**src/rtl/lib_arbiter_pkg.sv**
```systemverilog
// lib_arbiter_pkg: shared geometry, packet layout and FSM states for the EBC hierarchical event arbiter
package lib_arbiter_pkg;

    localparam int ROWS          = 8;
    localparam int COLS          = 8;
    localparam int LVL0_ROWS     = 2;
    localparam int LVL_ROWS      = 4;
    localparam int SIZE          = 32;
    localparam int ROW_ADD       = 3;
    localparam int COL_ADD       = 3;
    localparam int WIDTH         = SIZE + ROW_ADD + COL_ADD + 1;
    localparam int NUM_GROUPS    = 16;
    localparam int PIX_PER_GROUP = 4;
    localparam int TS_LSB        = 7;
    localparam int ROW_LSB       = 4;
    localparam int COL_LSB       = 1;
    localparam int POL_BIT       = 0;

    typedef enum logic [1:0] {IDLE, PIX, SEND} state_e;

    // Linear pixel number (row*COLS+col) from group coordinates and sub-pixel coordinates
    function automatic int pix_num(input int grow, input int gcol, input int sr, input int sc);
        return (grow * LVL0_ROWS + sr) * COLS + gcol * LVL0_ROWS + sc;
    endfunction

    function automatic logic [WIDTH-1:0] make_pkt(input logic [SIZE-1:0] ts, input logic [ROW_ADD-1:0] row,
                                                  input logic [COL_ADD-1:0] col, input logic pol);
        logic [WIDTH-1:0] pkt;
        pkt = '0;
        pkt[TS_LSB +: SIZE]     = ts;
        pkt[ROW_LSB +: ROW_ADD] = row;
        pkt[COL_LSB +: COL_ADD] = col;
        pkt[POL_BIT]            = pol;
        return pkt;
    endfunction

endpackage

```
**src/rtl/ebc_hier_event_arbiter_rr_arbiter.sv**
```systemverilog
// rr_arbiter: combinational round-robin picker, search starts at ptr+1 and wraps mod N
module rr_arbiter #(
    parameter int N = 4,
    parameter int W = $clog2(N)
) (
    input  logic [N-1:0] req_i,
    input  logic [W-1:0] ptr_i,
    output logic [N-1:0] gnt_o,
    output logic [W-1:0] index_o,
    output logic         any_o
);

    // Scan offsets from farthest to nearest so the nearest requester after ptr wins
    always_comb begin
        index_o = '0;
        for (int k = N; k >= 1; k--)
            if (req_i[(int'(ptr_i) + k) % N]) index_o = W'((int'(ptr_i) + k) % N);
        any_o = |req_i;
        gnt_o = any_o ? (N'(1) << index_o) : '0;
    end

endmodule

```
**src/rtl/ebc_hier_event_arbiter.sv**
```systemverilog
// ebc_hier_event_arbiter: two-level round-robin arbiter turning 8x8 pixel requests into timestamped event packets
module ebc_hier_event_arbiter
    import lib_arbiter_pkg::*;
(
    input  logic                     clk_i,
    input  logic                     reset_i,
    input  logic [ROWS*COLS*2-1:0]   pix_pol_i,
    output logic [ROWS*COLS-1:0]     pix_ack_o,
    output logic [WIDTH-1:0]         evt_data_o,
    output logic                     evt_valid_o,
    input  logic                     evt_ready_i,
    output logic                     busy_o
);

    state_e            state_q, state_d;
    logic [SIZE-1:0]   ts_q;
    logic [3:0]        gptr_q, gptr_d, grp_q, grp_d;
    logic [1:0]        pptr_q, pptr_d;
    logic [WIDTH-1:0]  data_q, data_d;
    logic [NUM_GROUPS-1:0]    grp_req, grp_gnt_unused;
    logic [PIX_PER_GROUP-1:0] pix_req, pix_on, pix_gnt;
    logic [3:0]        grp_idx;
    logic [1:0]        pix_idx;
    logic              grp_any, pix_any;

    // Group requests from every pixel, plus live requests/polarity of the latched group
    always_comb begin
        grp_req = '0;
        pix_req = '0;
        pix_on  = '0;
        for (int gr = 0; gr < LVL_ROWS; gr++)
            for (int gc = 0; gc < LVL_ROWS; gc++)
                for (int sr = 0; sr < LVL0_ROWS; sr++)
                    for (int sc = 0; sc < LVL0_ROWS; sc++)
                        grp_req[gr*LVL_ROWS+gc] = grp_req[gr*LVL_ROWS+gc] | (|pix_pol_i[2*pix_num(gr, gc, sr, sc) +: 2]);
        for (int sr = 0; sr < LVL0_ROWS; sr++)
            for (int sc = 0; sc < LVL0_ROWS; sc++) begin
                pix_req[sr*LVL0_ROWS+sc] = |pix_pol_i[2*pix_num(int'(grp_q[3:2]), int'(grp_q[1:0]), sr, sc) +: 2];
                pix_on[sr*LVL0_ROWS+sc]  = pix_pol_i[2*pix_num(int'(grp_q[3:2]), int'(grp_q[1:0]), sr, sc) + 1];
            end
    end

    rr_arbiter #(.N(NUM_GROUPS)) u_grp_arb (
        .req_i   (grp_req),
        .ptr_i   (gptr_q),
        .gnt_o   (grp_gnt_unused),
        .index_o (grp_idx),
        .any_o   (grp_any)
    );

    rr_arbiter #(.N(PIX_PER_GROUP)) u_pix_arb (
        .req_i   (pix_req),
        .ptr_i   (pptr_q),
        .gnt_o   (pix_gnt),
        .index_o (pix_idx),
        .any_o   (pix_any)
    );

    // Next state: hold a group until it empties, serving one pixel per PIX/SEND pair
    always_comb begin
        state_d = state_q;
        gptr_d  = gptr_q;
        pptr_d  = pptr_q;
        grp_d   = grp_q;
        data_d  = data_q;
        unique case (state_q)
            IDLE: if (grp_any) begin
                grp_d   = grp_idx;
                state_d = PIX;
            end
            PIX: if (!pix_any) begin
                gptr_d  = grp_q;
                state_d = IDLE;
            end else begin
                data_d  = make_pkt(ts_q, {grp_q[3:2], pix_idx[1]}, {grp_q[1:0], pix_idx[0]}, |(pix_gnt & pix_on));
                pptr_d  = pix_idx;
                state_d = SEND;
            end
            SEND: state_d = evt_ready_i ? PIX : SEND;
            default: state_d = IDLE;
        endcase
    end

    // FSM, pointers and packet register; reset priorities group 0 / sub-pixel 0
    always_ff @(posedge clk_i or negedge reset_i) begin
        if (!reset_i) begin
            state_q <= IDLE;
            gptr_q  <= 4'd15;
            pptr_q  <= 2'd3;
            grp_q   <= '0;
            data_q  <= '0;
        end else begin
            state_q <= state_d;
            gptr_q  <= gptr_d;
            pptr_q  <= pptr_d;
            grp_q   <= grp_d;
            data_q  <= data_d;
        end
    end

    // Free-running timestamp, wraps naturally
    always_ff @(posedge clk_i or negedge reset_i) begin
        if (!reset_i) ts_q <= '0;
        else          ts_q <= ts_q + 1'b1;
    end

    assign evt_valid_o = state_q == SEND;
    assign busy_o      = state_q != IDLE;
    assign evt_data_o  = data_q;
    assign pix_ack_o   = (evt_valid_o && evt_ready_i) ?
                         (ROWS*COLS)'(1) << {data_q[ROW_LSB +: ROW_ADD], data_q[COL_LSB +: COL_ADD]} : '0;

endmodule

```
**config.mk**
```make
export PLATFORM = sky130hd
export DESIGN_NAME = ebc_hier_event_arbiter
export DESIGN_NICKNAME = d
export VERILOG_FILES = /design/src/rtl/lib_arbiter_pkg.sv /design/src/rtl/ebc_hier_event_arbiter_rr_arbiter.sv /design/src/rtl/ebc_hier_event_arbiter.sv
export SDC_FILE = /design/constraint.sdc
export NUM_CORES = 1
export LEC_CHECK = 0
export CAP_MARGIN = 10
export CORE_AREA = 2 2 168 170
export DETAILED_ROUTE_END_ITERATION = 16
export DIE_AREA = 0 0 170 172
export SLEW_MARGIN = 40
export SYNTH_ARGS = -nofsm -noshare
export SYNTH_HDL_FRONTEND = slang
export SYNTH_HIERARCHICAL = 1
export SYNTH_SLANG_ARGS = --single-unit
```
**constraint.sdc**
```tcl
create_clock -name clk_i -period 5.3 [get_ports clk_i]
set_input_delay 0.795 -clock clk_i [delete_from_list [all_inputs] [get_ports clk_i]]
set_output_delay 0.795 -clock clk_i [all_outputs]
set_load 0.02 [all_outputs]
```
## After elaboration in Yosys (flattened, before gate mapping)

Cells that the tools add are included.

- Register bits after elaboration: 83
- Logic and storage cells: 334
- Input port bits: 131

- Bitwise operators: 70
- Add/subtract/negate cells: 30
- Reduce and logical (&&, ||, !) cells: 97
- Order comparisons: 24
- Shift-type cells: 6
- Mux-type cells: 98
- Equal/unequal tests: 3

Operators with widths:

| operator | number |
|---|---|
| $shiftx A128 B32 Y2 | 4 |
| $reduce_or A2 Y1 | 72 |
| $lt A5 B6 Y1 const B | 16 |
| $mux W4 | 17 |
| $reduce_or A4 Y1 | 17 |
| $add A32 B2 Y32 const B | 2 |
| $bmux W1 S4 | 16 |
| $lt A32 B9 Y1 const B | 2 |
| $mux W64 | 1 |
| $shl A1 B6 Y64 const A | 1 |
| $mux W1 | 48 |
| $or A1 B1 Y1 | 48 |
| $add A32 B1 Y32 const B | 1 |
| $add A4 B4 Y4 const B | 8 |
| $bmux W1 S7 | 4 |
| $and A1 B1 Y1 const A | 20 |
| $add A4 B3 Y4 const B | 4 |
| $lt A3 B4 Y1 const B | 4 |
| $reduce_or A16 Y1 | 1 |
| $mux W2 | 7 |
| $add A10 B1 Y11 const B | 1 |
| $lt A11 B8 Y1 const B | 1 |
| $add A9 B1 Y10 const B | 1 |
| $lt A10 B8 Y1 const B | 1 |
| other kinds (22) | 31 |

## Depth between registers and ports, before layout

Gate-level depths: netlist (run 1).

- Word-level depth: 23
- Mapped depth: 18
- Gate-level depth less buffers: 12

## Hierarchy

Netlist (run 1), hierarchy kept.

By module, submodules not included:

| module | area each (um^2) | instances | cells each | sequential area each (um^2) |
|---|---|---|---|---|
| ebc_hier_event_arbiter | 5,086.1 | 1 | 550 | 2,084.5 |
| rr_arbiter at u_grp_arb | 2,788.9 | 1 | 307 | 0.0 |
| rr_arbiter at u_pix_arb | 244.0 | 1 | 34 | 0.0 |

## Worst setup path after synthesis (run 1)

OpenSTA, ideal clock, no wires.

- Kind: reg2reg
- Start point: register gptr_q[0]
- End point: register grp_q[2]
- Cell stages (with the launch flop): 17
- Path buffers: 6
- Data arrival time: 3.961 ns
- Clock period less this slack: 4.026 ns
- Path slack: 1.274 ns
- Data required time: 5.235 ns
- Path through: dfstp_2 -> buf_6 -> buf_8 -> buf_12 -> clkbuf_1 -> inv_1 -> ha_1 -> buf_2 -> clkbuf_1 -> mux4_2 -> mux2_4 -> mux2i_4 -> o21ai_1 -> a221oi_2 -> o211ai_2 -> a221oi_4 -> mux2_2

- Longest elaborated chain between the ends: 20
- Elaborated cells between the ends (all ways): 80
- Classes of those cells: add/sub (16); mux (64)

Ends and longest elaborated chain:

| element | RTL line | RTL |
|---|---|---|
| from (decl) | ebc_hier_event_arbiter.sv:17 | `logic [3:0] gptr_q, gptr_d, grp_q, grp_d;` |
| from (signal assigned) | ebc_hier_event_arbiter.sv:94 | `gptr_q <= gptr_d;` |
| $add A4 B1 Y4 | ebc_hier_event_arbiter_rr_arbiter.sv:17 | `if (req_i[(int'(ptr_i) + k) % N]) index_o = W'((int'(ptr_i) + k) % N);` |
| $bmux W1 S4 | ebc_hier_event_arbiter_rr_arbiter.sv:17 |  |
| $mux W1 (not written as such) (2 in a row) | ebc_hier_event_arbiter_rr_arbiter.sv:17 |  |
| $mux W4 (15 in a row) | ebc_hier_event_arbiter_rr_arbiter.sv:17 |  |
| $mux W4 * | ebc_hier_event_arbiter_rr_arbiter.sv:17 |  |
| via grp_idx[2] | ebc_hier_event_arbiter.sv:22 | `logic [3:0] grp_idx;` |
| to (signal assigned) | ebc_hier_event_arbiter.sv:96 | `grp_q <= grp_d;` |
| to (decl) | ebc_hier_event_arbiter.sv:17 |  |

Mark *: on every way through the listed nets, which the timed path passes. The rest lies on a longest branch. The select of a mux whose other input is x is not followed.
A chain may end at the register's enable or synchronous reset.

## Worst setup path after layout (run 1)

- Start point: input pix_pol_i[69]
- End point: register grp_q[2]

- Longest elaborated chain between the ends: 23
- Elaborated cells between the ends (all ways): 70
- Classes of those cells: mux (64); bitwise (3); reduce/logical (3)

Ends and longest elaborated chain:

| element | RTL line | RTL |
|---|---|---|
| from (decl) | ebc_hier_event_arbiter.sv:7 | `input logic [ROWS*COLS*2-1:0] pix_pol_i,` |
| $reduce_or A2 Y1 * | ebc_hier_event_arbiter.sv:35 | `grp_req[gr*LVL_ROWS+gc] = grp_req[gr*LVL_ROWS+gc] \| (\|pix_pol_i[2*pix_num(gr, gc, sr, sc) +: 2]);` |
| $or A1 B1 Y1 * (3 in a row) | ebc_hier_event_arbiter.sv:35 |  |
| via grp_req[9] | ebc_hier_event_arbiter.sv:20 | `logic [NUM_GROUPS-1:0] grp_req, grp_gnt_unused;` |
| $bmux W1 S4 | ebc_hier_event_arbiter_rr_arbiter.sv:17 |  |
| $mux W1 (not written as such) (2 in a row) | ebc_hier_event_arbiter_rr_arbiter.sv:17 |  |
| $mux W4 (15 in a row) | ebc_hier_event_arbiter_rr_arbiter.sv:17 |  |
| $mux W4 * | ebc_hier_event_arbiter_rr_arbiter.sv:17 |  |
| via grp_idx[2] | ebc_hier_event_arbiter.sv:22 |  |

Marks and branches as above.

==> run_summary.xml, run 1 <==
<?xml version="1.0" encoding="UTF-8"?>
<metrics>
  <group name="setup_path">
    <metric name="critPathLaunch" unit="">pix_pol_i[69]</metric>
    <metric name="crit_required" unit="ps">5510</metric>
    <metric name="max_stage_delay" unit="ps">690</metric>
    <metric name="reg_to_reg_setup_timing_slack" unit="ps">1310</metric>
    <metric name="critical_path_class" unit="">input pin to flop</metric>
    <metric name="critPathSlowestCell" unit="">sky130_fd_sc_hd__mux4_1</metric>
    <metric name="critical_path.n_buffers_inverters" unit="">1</metric>
    <metric name="r2r-start" unit="">grp_q[2]$_DFFE_PN0P_</metric>
    <metric name="r2r.worst_path.cells" unit="">8</metric>
    <metric name="crit_arrival" unit="ps">4450</metric>
    <metric name="path_cells" unit="">clkdlybuf4s50_1 -&gt; nor4_1 -&gt; nand2_1 -&gt; mux4_1 -&gt; mux4_2 -&gt; a21oi_2 -&gt; o2111ai_1 -&gt; a21oi_1 -&gt; a221oi_4 -&gt; mux2_2</metric>
    <metric name="critical_path.startpoint_type" unit="">input pin</metric>
    <metric name="worstPathMaxFanout" unit="">9</metric>
    <metric name="critPathCaptureType" unit="">flop</metric>
    <metric name="critical_path.top_delay_family" unit="">multiplexers</metric>
    <metric name="reg2reg_to" unit="">gptr_q[1]$_DFFE_PN1P_</metric>
  </group>
  <group name="timing">
    <metric name="worst_margin_slew" unit="ps">792</metric>
    <metric name="setup_violations" unit="">0</metric>
    <metric name="slew-limit-headroom" unit="%">46.9</metric>
    <metric name="finalSetupTns" unit="ps">0</metric>
    <metric name="final.period_utilization" unit="%">80.1</metric>
    <metric name="finalClockSkew" unit="ps">10.1</metric>
    <metric name="hold_violations" unit="">0</metric>
    <metric name="min_period" unit="ps">4250</metric>
    <metric name="timing.fmax" unit="MHz">236</metric>
    <metric name="grt_setup_unrepaired" unit="">no</metric>
    <metric name="timing_max_transition_violations_final" unit="">0</metric>
  </group>
  <group name="pwr">
    <metric name="p_int" unit="mW">1.71</metric>
    <metric name="peakVddDrop" unit="mV">0.219</metric>
    <metric name="swShare" unit="%">39.2</metric>
    <metric name="p_switching" unit="mW">1.10</metric>
    <metric name="seqPwrFrac" unit="%">31.5</metric>
    <metric name="total_leakage_power" unit="nW">4.14</metric>
    <metric name="share_comb_of_total_power" unit="%">44.4</metric>
    <metric name="power-per-cell-area" unit="nW/um2">258</metric>
    <metric name="pwr-share-clk" unit="%">24.1</metric>
  </group>
  <group name="route">
    <metric name="avgRoutedWirePerCell" unit="um">19.8</metric>
    <metric name="route.antenna.remaining_nets" unit="">0</metric>
    <metric name="routed_wire_length" unit="um">28300</metric>
    <metric name="detail_route.vias_per_cell" unit="">5.46</metric>
    <metric name="drt_drc_violations_left" unit="">0</metric>
    <metric name="drt_pre_antenna_iters" unit="">5</metric>
    <metric name="num_vias" unit="">7799</metric>
    <metric name="dr.first_iter.drc_count" unit="">562</metric>
  </group>
  <group name="synthesis">
    <metric name="synthesis.nets" unit="">1005</metric>
    <metric name="syn_area_per_cell" unit="um2">9.21</metric>
    <metric name="yosys_warnings" unit="">6</metric>
    <metric name="netlist_instances" unit="">866</metric>
    <metric name="syn_area" unit="um2">7980</metric>
  </group>
  <group name="global_routing">
    <metric name="grt_use_met2" unit="%">30.9</metric>
    <metric name="grt_first_pass_wirelength" unit="um">43200</metric>
    <metric name="grt_max_degree" unit="">84</metric>
    <metric name="met3_capacity_usage_during_global_routing" unit="%">3.59</metric>
    <metric name="globalRoute.totalOverflow" unit="">0</metric>
    <metric name="gr-usage-met1" unit="%">25.4</metric>
    <metric name="grt_use_total" unit="%">19.0</metric>
    <metric name="via_count_of_the_first_global_routing_pass" unit="">7616</metric>
    <metric name="layer_with_the_highest_usage_after_global_routing" unit="">met2</metric>
    <metric name="grt_antenna_before_repair" unit="">0</metric>
  </group>
  <group name="worst_hold_path">
    <metric name="worst_hold_path_class" unit="">flop to flop</metric>
    <metric name="worst_hold_startpoint" unit="">evt_data_o[36]$_DFFE_PN0P_</metric>
    <metric name="hold_depth" unit="">2</metric>
    <metric name="worst_hold_path.endpoint" unit="">evt_data_o[36]$_DFFE_PN0P_</metric>
  </group>
  <group name="clock_network">
    <metric name="htree_num_levels" unit="">3</metric>
    <metric name="cts_made_buffers" unit="">9</metric>
    <metric name="post-cts-setup-buffers" unit="">0</metric>
    <metric name="ctsResizeCount" unit="">0</metric>
    <metric name="insertion_delay" unit="ps">330</metric>
    <metric name="clk_transition_reported_paths" unit="ps">60</metric>
    <metric name="tritoncts_num_sinks" unit="">83</metric>
    <metric name="cts_root_buf" unit="">sky130_fd_sc_hd__clkbuf_16</metric>
    <metric name="cts-root-to-sink-buffers" unit="">2</metric>
    <metric name="postCtsHoldBufs" unit="">0</metric>
    <metric name="clock_tree_from_tritoncts" unit="">yes</metric>
  </group>
  <group name="finish">
    <metric name="final_area" unit="um2">10900</metric>
    <metric name="area_occupied_by_registers" unit="um2">2090</metric>
    <metric name="syn_to_final_growth" unit="%">36.9</metric>
    <metric name="nNetsFinal" unit="">1217</metric>
    <metric name="drive_above_1_share" unit="%">14.5</metric>
    <metric name="antenna-diode-count" unit="">0</metric>
    <metric name="filler_cell_count" unit="">2734</metric>
    <metric name="multi_input_comb_area" unit="um2">5530</metric>
  </group>
  <group name="floorplan">
    <metric name="core_area" unit="um2">27500</metric>
    <metric name="die_outline_area" unit="um2">29200</metric>
    <metric name="die_h" unit="um">172</metric>
    <metric name="initial_core_utilization" unit="%">29.0</metric>
    <metric name="die_width" unit="um">170</metric>
    <metric name="top_level_ports" unit="">236</metric>
    <metric name="std_cell_rows" unit="">61</metric>
  </group>
  <group name="placed_design">
    <metric name="routabilityCongestion" unit="">1.00</metric>
    <metric name="placement.io_buffers" unit="">235</metric>
    <metric name="placed_cell_area" unit="um2">10600</metric>
    <metric name="dp_hpwl" unit="um">22000</metric>
  </group>
  <group name="outcome">
    <metric name="outcome" unit="">finished clean</metric>
  </group>
  <group name="run">
    <metric name="cap_viol_max_count" unit="">0</metric>
  </group>
</metrics>
[worst max-delay path by stage]
stage	slack, ps	cells after the start	to
final	1050	10	grp_q[2]$_DFFE_PN0P_
after global routing	880	13	grp_q[1]$_DFFE_PN0P_
after CTS	1080	13	grp_q[1]$_DFFE_PN0P_
after detailed placement	750	13	grp_q[1]$_DFFE_PN0P_
after global placement	830	11	grp_q[0]$_DFFE_PN0P_
after floorplan	1310	16	grp_q[0]$_DFFE_PN0P_
[cell usage in the layout, fill, tap and decap left out, drive strengths merged, types with 3 or more instances in the layout]
| master | instances |
|---|---|
| nand2 | 186 |
| dfrtp | 77 |
| nand4 | 9 |
| mux2i | 38 |
| a21o | 3 |
| clkinv | 4 |
| o22ai | 6 |
| nand3 | 23 |
| and4 | 5 |
| xnor2 | 30 |
| o211ai | 6 |
| a21boi | 3 |
| mux4 | 62 |
| o21ai | 16 |
| o221ai | 3 |
| nor2b | 10 |
| a211oi | 6 |
| dfstp | 6 |
| o2111ai | 4 |
| buf | 14 |
| nor4 | 35 |
| xor2 | 13 |
| or2 | 5 |
| clkdlybuf4s50 | 234 |
| inv | 20 |
| clkbuf | 11 |
| a2bb2oi | 3 |
| and2 | 7 |
| nand2b | 9 |
| nor3 | 11 |
| ha | 8 |
| mux2 | 30 |
| a31oi | 4 |
| and3 | 8 |
| o311ai | 4 |
| or3 | 3 |
| a21oi | 23 |
| nor2 | 105 |
[flip-flops by register name, indices dropped and copies added (netlist names)]
signal      flops
evt_data_o     39
gptr_q          4
state_q         2
pptr_q          2
grp_q           4
ts_q           32
[stage by stage]
stage               power (mW)  worst slack (ps)  util (%)  hold slack (ps)  cells
CTS                       2.84              1080      39.7              480   1428
floorplan                 1.70              1310         -              435    866
global placement          2.14               828      38.5              461   1412
global route              2.98               879      39.7              500   1429
finish                    2.82              1050      39.7              476   1429
detailed placement        2.15               746      38.5              462   1412
[power by group through the flow]
| stage | clock, mW | combinational, mW | sequential (mW) |
|---|---|---|---|
| CTS | 0.693 | 1.26 | 0.888 |
| global placement | 0 | 1.24 | 0.896 |
| floorplan | 0 | 0.884 | 0.817 |
| detailed placement | 0 | 1.25 | 0.899 |
| finish | 0.679 | 1.25 | 0.887 |
| global route | 0.721 | 1.36 | 0.904 |
[layout make-up]
| type | count | share of cell area (%) |
|---|---|---|
| sequential | 83 | 19.1 |
| clock inverter | 5 | 0.779 |
| clock buffer | 11 | 2.22 |
| timing repair buffer | 248 | 22.5 |
| inverter | 22 | 0.756 |
| tap | 346 | 3.96 |
| multi-input combinational | 714 | 50.7 |
[worst register-to-register path, stage by stage (launching register included)]
cell and delay, ps:
sky130_fd_sc_hd__dfrtp_2 770, sky130_fd_sc_hd__mux4_2 580, sky130_fd_sc_hd__mux2_2 320, sky130_fd_sc_hd__a2111oi_1 570
sky130_fd_sc_hd__a21oi_1 290, sky130_fd_sc_hd__nor2_1 300, sky130_fd_sc_hd__nand2_1 150, sky130_fd_sc_hd__nor3b_1 530
sky130_fd_sc_hd__mux2_2 400
[metal layers]
metal	wire length [um]	share of wire [%]	vias to the layer above
met1	12300	44	3840
li1	-	-	3591
met2	13300	47	312
met4	863	3.0	0
met5	0	0	-
met3	1840	6.5	56
No activity file was read; power rests on OpenSTA's default activity.
==> run 2: changes to the inputs <==
clock period = 3.7 ns   (was 5.3 ns; I/O delays follow)
==> run 2 against run 1 <==
Power rose by 44%. Routed wire length rose by 3.5%. Final area rose by 8.0%. Count of clock-buffer cells in the layout fell by 1. Setup slack got worse by 960 ps. Via count rose by 6.2%. Critical endpoint is now grp_q[3]$_DFFE_PN0P_. Highest routed layer unchanged.
==> run_summary.xml, run 2 (synthesized netlist as in run 1, its figures left out) <==
<?xml version="1.0" encoding="UTF-8"?>
<metrics>
  <group name="finish">
    <metric name="multi_input_comb_area" unit="um2">5560</metric>
    <metric name="final_standard_cell_utilization_of_the_core" unit="%">42.9</metric>
    <metric name="stdcell_count" unit="">1546</metric>
    <metric name="layout_common_cells" unit="">234 x sky130_fd_sc_hd__clkdlybuf4s50_1, 186 x sky130_fd_sc_hd__nand2_1, 128 x sky130_fd_sc_hd__buf_4</metric>
    <metric name="area_occupied_by_registers" unit="um2">2090</metric>
    <metric name="drive_above_1_share" unit="%">23.3</metric>
    <metric name="layout_commonest_cell" unit="">sky130_fd_sc_hd__clkdlybuf4s50_1</metric>
    <metric name="syn_to_final_growth" unit="%">47.9</metric>
    <metric name="antenna-diode-count" unit="">0</metric>
    <metric name="max_reg_flops" unit="">39</metric>
    <metric name="filler_cell_count" unit="">2680</metric>
    <metric name="nNetsFinal" unit="">1334</metric>
  </group>
  <group name="placed_design">
    <metric name="routabilityCongestion" unit="">0.919</metric>
    <metric name="placement.io_buffers" unit="">235</metric>
    <metric name="dp_hpwl" unit="um">23500</metric>
    <metric name="dp.cells" unit="">1530</metric>
  </group>
  <group name="global_routing">
    <metric name="grt_use_total" unit="%">19.7</metric>
    <metric name="grt_first_pass_wirelength" unit="um">45000</metric>
    <metric name="grt_max_degree" unit="">84</metric>
    <metric name="via_count_of_the_first_global_routing_pass" unit="">8139</metric>
    <metric name="grt_antenna_before_repair" unit="">0</metric>
    <metric name="globalRoute.totalOverflow" unit="">0</metric>
  </group>
  <group name="floorplan">
    <metric name="top_level_ports" unit="">236</metric>
    <metric name="die_outline_area" unit="um2">29200</metric>
    <metric name="core_area" unit="um2">27500</metric>
    <metric name="die_width" unit="um">170</metric>
    <metric name="die_h" unit="um">172</metric>
    <metric name="std_cell_rows" unit="">61</metric>
    <metric name="initial_core_utilization" unit="%">29.0</metric>
  </group>
  <group name="pwr">
    <metric name="total_power" unit="mW">4.06</metric>
    <metric name="p_switching" unit="mW">1.61</metric>
    <metric name="pwr-share-clk" unit="%">20.5</metric>
    <metric name="share_comb_of_total_power" unit="%">49.3</metric>
    <metric name="total_leakage_power" unit="nW">4.68</metric>
    <metric name="peakVddDrop" unit="mV">0.297</metric>
    <metric name="swShare" unit="%">39.6</metric>
    <metric name="seqPwrFrac" unit="%">30.1</metric>
    <metric name="power-per-cell-area" unit="nW/um2">345</metric>
    <metric name="p_int" unit="mW">2.45</metric>
  </group>
  <group name="setup_path">
    <metric name="crit_required" unit="ps">3970</metric>
    <metric name="worstPathMaxFanout" unit="">5</metric>
    <metric name="r2r-start" unit="">gptr_q[0]$_DFFE_PN1P_</metric>
    <metric name="critPathLaunch" unit="">pix_pol_i[41]</metric>
    <metric name="critical_path.startpoint_type" unit="">input pin</metric>
    <metric name="crit_arrival" unit="ps">3880</metric>
    <metric name="critical_path_class" unit="">input pin to flop</metric>
    <metric name="critPathCaptureType" unit="">flop</metric>
  </group>
  <group name="clock_network">
    <metric name="cts_made_buffers" unit="">9</metric>
    <metric name="cts_root_buf" unit="">sky130_fd_sc_hd__clkbuf_16</metric>
    <metric name="clk_transition_reported_paths" unit="ps">60</metric>
    <metric name="insertion_delay" unit="ps">330</metric>
    <metric name="clock_tree_from_tritoncts" unit="">yes</metric>
    <metric name="tritoncts_num_sinks" unit="">83</metric>
    <metric name="cts-root-to-sink-buffers" unit="">2</metric>
    <metric name="post-cts-setup-buffers" unit="">0</metric>
    <metric name="htree_num_levels" unit="">3</metric>
  </group>
  <group name="route">
    <metric name="route.antenna.remaining_nets" unit="">0</metric>
    <metric name="drt_drc_violations_left" unit="">0</metric>
    <metric name="routed_wire_length" unit="um">29300</metric>
    <metric name="drt_pre_antenna_iters" unit="">7</metric>
    <metric name="dr.first_iter.drc_count" unit="">612</metric>
    <metric name="detail_route.vias_per_cell" unit="">5.36</metric>
    <metric name="avgRoutedWirePerCell" unit="um">19.0</metric>
    <metric name="num_vias" unit="">8281</metric>
  </group>
  <group name="timing">
    <metric name="finalClockSkew" unit="ps">9.53</metric>
    <metric name="hold_violations" unit="">0</metric>
    <metric name="slew-limit-headroom" unit="%">48.2</metric>
    <metric name="grt_setup_unrepaired" unit="">no</metric>
    <metric name="setup_violations" unit="">0</metric>
    <metric name="timing.fmax" unit="MHz">277</metric>
    <metric name="min_period" unit="ps">3610</metric>
    <metric name="worst_margin_slew" unit="ps">777</metric>
    <metric name="final.period_utilization" unit="%">97.5</metric>
    <metric name="timing_max_transition_violations_final" unit="">0</metric>
    <metric name="hold_ws" unit="ps">249</metric>
    <metric name="finalSetupTns" unit="ps">0</metric>
  </group>
  <group name="outcome">
    <metric name="outcome" unit="">finished clean</metric>
  </group>
  <group name="run">
    <metric name="cap_viol_max_count" unit="">0</metric>
  </group>
  <group name="worst_hold_path">
    <metric name="worst_hold_path_class" unit="">input pin to async pin</metric>
  </group>
</metrics>
[run 2: cell types whose count changed in the layout (fill, tap and decap cells not counted), moves of 3 or more]
| cell | before | now |
|---|---|---|
| sky130_fd_sc_hd__buf_4 | 12 | 128 |
| sky130_fd_sc_hd__nor4_1 | 33 | 29 |
| sky130_fd_sc_hd__clkinv_2 | 0 | 3 |
| sky130_fd_sc_hd__nor4_2 | 0 | 3 |
[run 2: power by group through the flow]
stage	registers (mW)	clock network (mW)	logic (mW)
after global routing	1.25	0.898	2.17
after floorplan	1.17	0	1.27
after detailed placement	1.24	0	2.01
final	1.22	0.835	2.00
after CTS	1.23	0.849	2.02
after global placement	1.23	0	2.01
[run 2: stage by stage]
stage          worst slack, ps  cell area [um2]
5_1_grt                   18.5            11800
3_5_place_dp              -303            11500
4_1_cts                   43.7            11800
3_3_place_gp              -253            11500
2_1_floorplan             10.6             7990
6_report                  93.1            11800
[run 2: area by class of cell]
type / instances / area share (%)
Sequential cell: 83 / 17.7
Multi-Input combinational cell: 714 / 47.1
Tap cell: 346 / 3.67
Inverter: 22 / 0.700
Clock inverter: 6 / 0.329
Clock buffer: 10 / 2.03
Timing Repair Buffer: 365 / 28.5
[run 2: worst max-delay path, cell delays in order]
cell and delay, ps:
sky130_fd_sc_hd__clkdlybuf4s50_1 430, sky130_fd_sc_hd__nor4_1 370, sky130_fd_sc_hd__nand3_1 330, sky130_fd_sc_hd__mux4_2 610, sky130_fd_sc_hd__mux2i_1 240, sky130_fd_sc_hd__nor2_1 100, sky130_fd_sc_hd__a311oi_1 280, sky130_fd_sc_hd__nor3_1 90
sky130_fd_sc_hd__nor4_1 300, sky130_fd_sc_hd__a2bb2oi_1 350, sky130_fd_sc_hd__mux2_2 220
[run 2: worst paths after layout]
kind / endpoint / depth (start not counted) / slack, ps
worst max-delay path: grp_q[3]$_DFFE_PN0P_ / 11 / 90
worst min-delay path: evt_data_o[35]$_DFFE_PN0P_ / 1 / 250
worst max register to register: grp_q[3]$_DFFE_PN0P_ / 10 / 130
worst min register to register: evt_data_o[26]$_DFFE_PN0P_ / 2 / 470
max in group asynchronous: grp_q[0]$_DFFE_PN0P_ / 1 / 2940
min in group clk_i: evt_data_o[26]$_DFFE_PN0P_ / 2 / 470
[run 2: metal layers]
metal  global-route usage (%)  part of all wire (%)
met1                     25.5                    42
met2                     33.2                    48
met3                     4.94                   7.8
met4                     4.61                   2.0
met5                        0                     0
[run 2: what timing repair did]
item                       CTS  global route
setup endpoints to repair    0             4
resized for setup            0             8
hold buffers                 0             0
==> run 3: changes to the inputs <==
ABC_AREA = 1   (was not set)
CELL_PAD_IN_SITES_DETAIL_PLACEMENT = 2   (was not set)
CELL_PAD_IN_SITES_GLOBAL_PLACEMENT = 2   (was not set)
CORE_AREA = 2 2 190 192   (was 2 2 168 170)
DIE_AREA = 0 0 192 194   (was 0 0 170 172)
PLACE_DENSITY_LB_ADDON = 0.1   (was not set)
==> run 3 against run 2 <==
Die area rose by 27%. Non-clock buffer count fell by 102. Hold slack got worse by 36 ps. Critical path type unchanged. Largest cell class unchanged. Largest power group unchanged. Highest routed layer unchanged.
==> run_summary.xml, run 3 <==
<?xml version="1.0" encoding="UTF-8"?>
<metrics>
  <group name="outcome">
    <metric name="outcome" unit="">finished clean</metric>
  </group>
  <group name="route">
    <metric name="routed_wire_length" unit="um">37100</metric>
    <metric name="avgRoutedWirePerCell" unit="um">19.3</metric>
    <metric name="dr.first_iter.drc_count" unit="">428</metric>
    <metric name="route.antenna.remaining_nets" unit="">0</metric>
    <metric name="detail_route.vias_per_cell" unit="">4.80</metric>
    <metric name="num_vias" unit="">9231</metric>
    <metric name="drt_drc_violations_left" unit="">0</metric>
    <metric name="drt_pre_antenna_iters" unit="">5</metric>
  </group>
  <group name="run">
    <metric name="cap_viol_max_count" unit="">0</metric>
  </group>
  <group name="timing">
    <metric name="final.period_utilization" unit="%">88.9</metric>
    <metric name="timing.fmax" unit="MHz">304</metric>
    <metric name="worst_margin_slew" unit="ps">770</metric>
    <metric name="timing_max_transition_violations_final" unit="">0</metric>
    <metric name="finalClockSkew" unit="ps">8.45</metric>
    <metric name="min_period" unit="ps">3290</metric>
    <metric name="setup_violations" unit="">0</metric>
    <metric name="finalSetupTns" unit="ps">0</metric>
    <metric name="slew-limit-headroom" unit="%">48.3</metric>
    <metric name="hold_violations" unit="">0</metric>
    <metric name="grt_setup_unrepaired" unit="">no</metric>
  </group>
  <group name="global_routing">
    <metric name="via_count_of_the_first_global_routing_pass" unit="">9987</metric>
    <metric name="globalRoute.totalOverflow" unit="">0</metric>
    <metric name="grt_use_total" unit="%">20.2</metric>
    <metric name="grt_first_pass_wirelength" unit="um">59100</metric>
    <metric name="grt_antenna_before_repair" unit="">3</metric>
    <metric name="grt_max_degree" unit="">70</metric>
  </group>
  <group name="placed_design">
    <metric name="placement.io_buffers" unit="">235</metric>
    <metric name="placed_cell_area" unit="um2">10400</metric>
    <metric name="routabilityCongestion" unit="">0.856</metric>
    <metric name="dp_hpwl" unit="um">29900</metric>
    <metric name="dp.cells" unit="">1902</metric>
  </group>
  <group name="setup_path">
    <metric name="critical_path_class" unit="">input pin to flop</metric>
    <metric name="crit_required" unit="ps">3960</metric>
    <metric name="worstPathMaxFanout" unit="">4</metric>
    <metric name="critPathMostFrequentCell" unit="">sky130_fd_sc_hd__nand2_1</metric>
    <metric name="max_stage_delay" unit="ps">480</metric>
    <metric name="crit_arrival" unit="ps">3550</metric>
    <metric name="worst-path-stages" unit="">27</metric>
    <metric name="r2r.worst_path.cells" unit="">23</metric>
    <metric name="critical_path.n_buffers_inverters" unit="">3</metric>
    <metric name="critPathSlowestCell" unit="">sky130_fd_sc_hd__clkdlybuf4s50_1</metric>
    <metric name="critPathCaptureType" unit="">flop</metric>
    <metric name="critical_path.startpoint_type" unit="">input pin</metric>
    <metric name="critical_path.top_delay_family" unit="">simple AND/OR/NAND/NOR gates</metric>
  </group>
  <group name="floorplan">
    <metric name="initial_core_utilization" unit="%">21.4</metric>
    <metric name="die_width" unit="um">192</metric>
    <metric name="std_cell_rows" unit="">69</metric>
    <metric name="die_h" unit="um">194</metric>
    <metric name="die_outline_area" unit="um2">37200</metric>
    <metric name="top_level_ports" unit="">236</metric>
    <metric name="core_area" unit="um2">35200</metric>
  </group>
  <group name="pwr">
    <metric name="power-per-cell-area" unit="nW/um2">680</metric>
    <metric name="peakVddDrop" unit="mV">0.258</metric>
    <metric name="total_leakage_power" unit="nW">4.72</metric>
  </group>
  <group name="worst_hold_path">
    <metric name="worst_hold_path_class" unit="">input pin to async pin</metric>
  </group>
  <group name="clock_network">
    <metric name="post-cts-setup-buffers" unit="">0</metric>
    <metric name="postCtsHoldBufs" unit="">0</metric>
    <metric name="clock_tree_from_tritoncts" unit="">yes</metric>
    <metric name="clk_transition_reported_paths" unit="ps">60</metric>
    <metric name="ctsResizeCount" unit="">0</metric>
    <metric name="cts_root_buf" unit="">sky130_fd_sc_hd__clkbuf_16</metric>
    <metric name="cts-root-to-sink-buffers" unit="">2</metric>
    <metric name="htree_num_levels" unit="">3</metric>
    <metric name="tritoncts_num_sinks" unit="">83</metric>
    <metric name="cts_made_buffers" unit="">9</metric>
    <metric name="insertion_delay" unit="ps">340</metric>
  </group>
  <group name="synthesis">
    <metric name="syn_area" unit="um2">7530</metric>
    <metric name="synthesis.nets" unit="">1377</metric>
    <metric name="yosys_warnings" unit="">6</metric>
    <metric name="netlist_instances" unit="">1238</metric>
    <metric name="syn_area_per_cell" unit="um2">6.08</metric>
  </group>
  <group name="finish">
    <metric name="final_area" unit="um2">10800</metric>
    <metric name="layout_commonest_cell" unit="">sky130_fd_sc_hd__nand2_1</metric>
    <metric name="stdcell_count" unit="">1922</metric>
    <metric name="layout_common_cells" unit="">378 x sky130_fd_sc_hd__nand2_1, 234 x sky130_fd_sc_hd__clkdlybuf4s50_1, 146 x sky130_fd_sc_hd__nor2_1</metric>
    <metric name="nNetsFinal" unit="">1591</metric>
    <metric name="max_reg_flops" unit="">39</metric>
    <metric name="syn_to_final_growth" unit="%">43.2</metric>
    <metric name="drive_above_1_share" unit="%">6.86</metric>
  </group>
</metrics>
run 3: layer usage:
| metal | track usage (%) | up-vias | wire, um |
|---|---|---|---|
| met3 | 2.39 | 25 | 1230 |
| li1 | - | 4500 | - |
| met1 | 28.2 | 4544 | 17800 |
| met2 | 33.8 | 162 | 17700 |
| met5 | 0 | - | 0 |
| met4 | 3.68 | 0 | 446 |
run 3: worst reg2reg max path, delay by kind of cell (launching register included):
family                 cells  cell delay, ps
AO/OA/AOI/OAI              4             720
buffers and inverters      5             940
flip-flops                 1             440
AND/OR/NAND/NOR           14            1040
run 3: layout make-up:
cell class | count | area [um2]
timing repair buffer | 263 | 2590
multi-input combinational | 977 | 4740
inverter | 118 | 443
clock buffer | 13 | 270
tap | 461 | 577
clock inverter | 3 | 68.8
fill | 4307 | 24400
sequential | 83 | 2090
antenna | 4 | 10.0
run 3: through the flow:
step | hold WS (ps) | setup slack [ps] | utilization, % | total power [mW]
6_report | 213 | 409 | 30.6 | 7.33
5_1_grt | 262 | 11.7 | 30.6 | 8.16
4_1_cts | 242 | 241 | 30.5 | 7.46
3_5_place_dp | 466 | -55.0 | 29.6 | 6.41
3_3_place_gp | 458 | 65.7 | 29.6 | 6.32
2_1_floorplan | 259 | 682 | - | 4.62
run 3: report_power, final:
| group | switching (mW) | total, mW | internal, mW | leakage, nW |
|---|---|---|---|---|
| clock network | 0.368 | 1.02 | 0.648 | 0.166 |
| registers | 0.187 | 1.24 | 1.05 | 1.09 |
| logic | 3.49 | 5.07 | 1.58 | 3.47 |
run 3: final timing paths:
check / start / end / slack (ps)
worst min-delay path: reset_i / evt_data_o[14]$_DFFE_PN0P_ / 210
worst max-delay path: pix_pol_i[56] / grp_q[1]$_DFFE_PN0P_ / 410
max in group asynchronous: reset_i / ts_q[23]$_DFF_PN0_ / 2780
worst max register to register: grp_q[0]$_DFFE_PN0P_ / evt_data_o[0]$_DFFE_PN0P_ / 480
worst min register to register: ts_q[13]$_DFF_PN0_ / ts_q[13]$_DFF_PN0_ / 470
min in group clk_i: ts_q[13]$_DFF_PN0_ / ts_q[13]$_DFF_PN0_ / 470
